[config.mk]
export PLATFORM = sky130hd
export DESIGN_NAME = accum_seq_ctrl
export DESIGN_NICKNAME = d
export VERILOG_FILES = /design/src/rtl/accum_seq_ctrl.sv
export SDC_FILE = /design/constraint.sdc
export NUM_CORES = 1
export LEC_CHECK = 0
export BUFFER_PORTS_ARGS = -buffer_cell sky130_fd_sc_hd__buf_2
export CAP_MARGIN = 20
export CORE_UTILIZATION = 30
export DETAILED_ROUTE_END_ITERATION = 10
export PLACE_DENSITY = 0.54
export RECOVER_POWER = 100
export REMOVE_ABC_BUFFERS = 1
export SYNTH_ARGS = -nofsm -noshare
export SYNTH_HDL_FRONTEND = slang
export SYNTH_SLANG_ARGS = --single-unit
[constraint.sdc]
create_clock -name clk_i -period 2.35 [get_ports clk_i]
set_clock_uncertainty 0.15 [all_clocks]
set_input_delay 0.47 -clock clk_i [delete_from_list [all_inputs] [get_ports clk_i]]
set_output_delay 0.47 -clock clk_i [all_outputs]
set_load 0.01 [all_outputs]
[src/rtl/accum_seq_ctrl.sv]
// Job sequencer for the WIDTH-bit accumulator: takes len_i operands over valid/ready,
// sums them with a sticky carry, and holds the result until the consumer acknowledges it.
module accum_seq_ctrl #(
   parameter int WIDTH = 32,
   parameter int CNT_W = 8
) (
   input  logic             clk_i,
   input  logic             rst_i,
   input  logic             start_i,
   input  logic [CNT_W-1:0] len_i,
   output logic             busy_o,
   input  logic             x_valid_i,
   input  logic [WIDTH-1:0] x_i,
   output logic             x_ready_o,
   output logic [WIDTH-1:0] sum_o,
   output logic             carry_o,
   output logic             done_o,
   input  logic             done_ack_i
);

   typedef enum logic [1:0] {
      IDLE  = 2'd0,
      ACCUM = 2'd1,
      DONE  = 2'd2
   } state_t;

   state_t           state;
   logic [WIDTH-1:0] acc;
   logic             carry;
   logic [CNT_W-1:0] remaining;
   logic             beat;
   logic [WIDTH:0]   sum_ext;

   // Unsigned add returning the carry-out in the extra top bit.
   function automatic logic [WIDTH:0] add_with_carry(input logic [WIDTH-1:0] a,
                                                     input logic [WIDTH-1:0] b);
      return {1'b0, a} + {1'b0, b};
   endfunction

   assign x_ready_o = (state == ACCUM);
   assign done_o    = (state == DONE);
   assign busy_o    = (state != IDLE);
   assign sum_o     = acc;
   assign carry_o   = carry;

   assign beat    = x_valid_i && x_ready_o;
   assign sum_ext = add_with_carry(acc, x_i);

   always_ff @(posedge clk_i or posedge rst_i) begin
      if (rst_i) begin
         state     <= IDLE;
         acc       <= '0;
         carry     <= 1'b0;
         remaining <= '0;
      end else begin
         case (state)
            IDLE: begin
               if (start_i) begin
                  acc   <= '0;
                  carry <= 1'b0;
                  if (len_i != '0) begin
                     remaining <= len_i;
                     state     <= ACCUM;
                  end else begin
                     state <= DONE;
                  end
               end
            end
            ACCUM: begin
               if (beat) begin
                  acc       <= sum_ext[WIDTH-1:0];
                  carry     <= carry | sum_ext[WIDTH];
                  remaining <= remaining - 1'b1;
                  // The last operand of the job moves straight to DONE.
                  if (remaining == CNT_W'(1)) begin
                     state <= DONE;
                  end
               end
            end
            DONE: begin
               if (done_ack_i) begin
                  state <= IDLE;
               end
            end
            default: begin
               state <= IDLE;
            end
         endcase
      end
   end

endmodule

==> results.json <==
{
  "die_x_um": 111,
  "clock_latency_ns": 0.30,
  "cts_num_sinks": 43,
  "fin_nets": 721,
  "drtPass1Iterations": 7,
  "row_count": 39,
  "hp-class": "in -> async",
  "yosys-top-cells-count": "50 x nand2_1, 47 x o21ai_0, 43 x dfrtp_1",
  "cts_buffer_depth": 2,
  "cts-root-buf": "clkbuf_16",
  "cap_violations": 0,
  "grt_usage": 0.199,
  "placed_area_sq_um": 4970,
  "finish.instance_area_sq_um": 5760,
  "die_height_um": 111,
  "dr.first_iter.drc_count": 144,
  "cts_tree": "yes",
  "grt_overflow": 0,
  "async_reset_ff_frac": 1.00,
  "die_area_sq_um": 12400,
  "wl_met2_um": 6070,
  "violations": "design-rule violations, negative hold slack, negative setup slack",
  "r2r_slack_ns": -0.25,
  "regArea_sq_um": 1080,
  "setup_viol": 17,
  "worstReg2RegEnd": "sum_o[24]",
  "endpoint_kind": "register",
  "cts_inserted_buffers": 5,
  "grt_pass1_wl_um": 19600,
  "holdWs_ns": -0.00391,
  "drive_gt1_frac": 0.424,
  "port_buffers": 80,
  "rsz0062_at_grt": "true",
  "post_drt_wl_per_cell_um": 15.9,
  "critPathMaxStageDelay_ns": 0.39,
  "crit_buf_inv": 2,
  "p_sw_mw": 3.10,
  "dp_hpwl_um": 9150,
  "synthFlopType": "dfrtp_1",
  "synth_area_sq_um": 3580,
  "nFillCells": 1121,
  "htree_levels": 2,
  "grt_max_degree": 33,
  "wl_met3_um": 562,
  "cp_top_family": "simple AND/OR/NAND/NOR gates",
  "place.gp.congestion": 0.873,
  "multi_input_area_sq_um": 2890,
  "cp.arrival_ns": 2.64,
  "yosysMostFrequentCell": "nand2_1",
  "ant_nets": 0,
  "antennaDiodeCount": 0,
  "fin_total_pwr_mw": 6.90,
  "reg2reg_from": "sum_o[0]",
  "area_delta_synth_final_pct": 60.8,
  "hold_buffers": 0,
  "avgSynthCellArea_sq_um": 8.28,
  "io_pins": 81,
  "critPathRequiredTime_ns": 2.39,
  "vias": 4076,
  "grt_pass1_vias": 3967,
  "vias_per_cell": 5.19,
  "synth_top_area_share": 0.300,
  "crit_type": "reg -> reg",
  "drc": 14,
  "setup_slack_ns": -0.246,
  "ys_seq_area_frac": 0.300,
  "outcome": "finished with violations",
  "cp_max_fo": 4,
  "max_freq_mhz": 385,
  "min_period_over_period": 1.10,
  "tightest_slew_ns": 1.18,
  "antenna_found_initial": 0,
  "relSlewSlack": 0.214,
  "yosysUniqueCellTypes": 63,
  "clk_transition_reported_paths_ns": 0.07,
  "start_util": 0.311,
  "fin_crit_ns": 2.60,
  "ys_seq_elements": 43,
  "leakagePower_nw": 2.67,
  "netlist_top_cells_area": "dfrtp_1 30%, ha_1 12%, o21ai_0 6.6%",
  "powerDensity_nw_per_um2": 1200,
  "hold_viol_final": 9,
  "path_cells": "ha_2 -> inv_2 -> fa_2 -> nor2b_2 -> o211ai_1 -> buf_4 -> a211oi_4 -> nor3b_4 -> a21oi_2 -> or3_1 -> a32o_1",
  "yosysTopAreaCell": "dfrtp_1",
  "crit_slowest_cell": "dfrtp_1",
  "utilization": 0.500,
  "p_int_mw": 3.80,
  "top_layer_used": "met4",
  "p_comb_frac": 0.699,
  "swShare": 0.449,
  "synth_edf_count": 0,
  "final_max_slew_viol_count": 0,
  "p_clk_frac": 0.109,
  "core-area_sq_um": 11500,
  "wirelength_um": 12500,
  "netlist_instances": 433,
  "pwr-share-seq": 0.191,
  "peakVddDrop_mv": 0.424,
  "wl_met1_um": 5730,
  "startpoint_type": "register",
  "worstRegToRegCells": 11,
  "yosysWarnings": 0
}
[through the flow]
step / hold slack [ns] / TNS (ns) / cells / setup slack [ns]
5_1_grt: 0.0280 / -4.63 / 785 / -0.348
3_3_place_gp: 0.336 / -9.06 / 755 / -0.549
2_1_floorplan: 0.320 / -2.15 / 419 / -0.295
4_1_cts: 0.0299 / -2.11 / 777 / -0.268
3_5_place_dp: 0.347 / -9.86 / 755 / -0.607
6_report: -0.00391 / -2.04 / 785 / -0.246
[final cells by class]
| type | count | area share |
|---|---|---|
| multi-input cells | 358 | 0.502 |
| repair buffers | 215 | 0.243 |
| flip-flops and latches | 43 | 0.187 |
| well taps | 143 | 0.0311 |
| clock buffers | 5 | 0.0217 |
| inverters | 18 | 0.0117 |
| clock inverters | 3 | 0.00434 |
[registers in the layout (all words and copies together) (netlist names)]
signal,count
state,2
carry_o,1
remaining,8
sum_o,32
[worst max path at each step]
stage                  start   endpoint  slack (ns)  cells past startpoint
floorplan             x_i[0]  sum_o[18]       -0.30                     10
global placement      x_i[0]  sum_o[26]       -0.55                     11
detailed placement    x_i[0]  sum_o[18]       -0.61                     11
CTS                 sum_o[0]  sum_o[26]       -0.27                     10
global route        sum_o[0]  sum_o[26]       -0.35                     10
finish              sum_o[0]  sum_o[24]       -0.25                     11
[worst reg2reg max path, delay by kind of cell (launching register included)]
| family | cells | cell delay [ns] |
|---|---|---|
| AND/OR/NAND/NOR | 3 | 0.72 |
| flip-flops | 1 | 0.39 |
| buffers and inverters | 2 | 0.23 |
| adder cells (fa/ha/maj) | 2 | 0.39 |
| AO/OA/AOI/OAI | 4 | 0.61 |
[routing by layer]
layer  up-vias  global-route usage
met5         -                   0
met4         0              0.0432
met3         8              0.0372
met2       103               0.341
met1      1950               0.259
li1       2015                   -
[power by group through the flow]
stage | logic, mW | registers [mW] | clock network [mW]
5_1_grt | 5.26 | 1.36 | 0.797
2_1_floorplan | 2.13 | 1.35 | 0
3_3_place_gp | 4.04 | 1.28 | 0
6_report | 4.82 | 1.32 | 0.754
3_5_place_dp | 4.07 | 1.29 | 0
4_1_cts | 4.47 | 1.31 | 0.767
[cells by family (layout without fill, tap and decap cells)]
kind of cell | count (synthesis) | in the layout | share of synthesized area
mux | 2 | 2 | 0.00594
flops | 43 | 43 | 0.300
xor+xnor | 21 | 21 | 0.0513
compound gates | 166 | 166 | 0.309
simple gates | 134 | 134 | 0.174
buf+inv | 32 | 241 | 0.0346
fa+ha+maj | 35 | 35 | 0.124
[cell usage in the layout (no fill, tap or decap), types with 10 or more instances in the layout]
master,instances
inv_1,16
ha_4,15
o21ai_0,31
nand2_1,45
nor2_1,32
buf_4,107
clkbuf_4,10
buf_6,10
a21o_1,14
ha_1,18
o21ai_1,17
clkbuf_1,26
buf_2,62
a21oi_2,11
dfrtp_1,43
a21oi_1,25
[timing repair]
item / 4_1_cts / 5_1_grt
endpoints found under the setup margin: 23 / 25
pin swaps: 39 / 53
resized for setup: 54 / 53
setup buffers: 15 / 11
hold endpoints to repair: 0 / 0
Power figures use the tool's default switching activity.
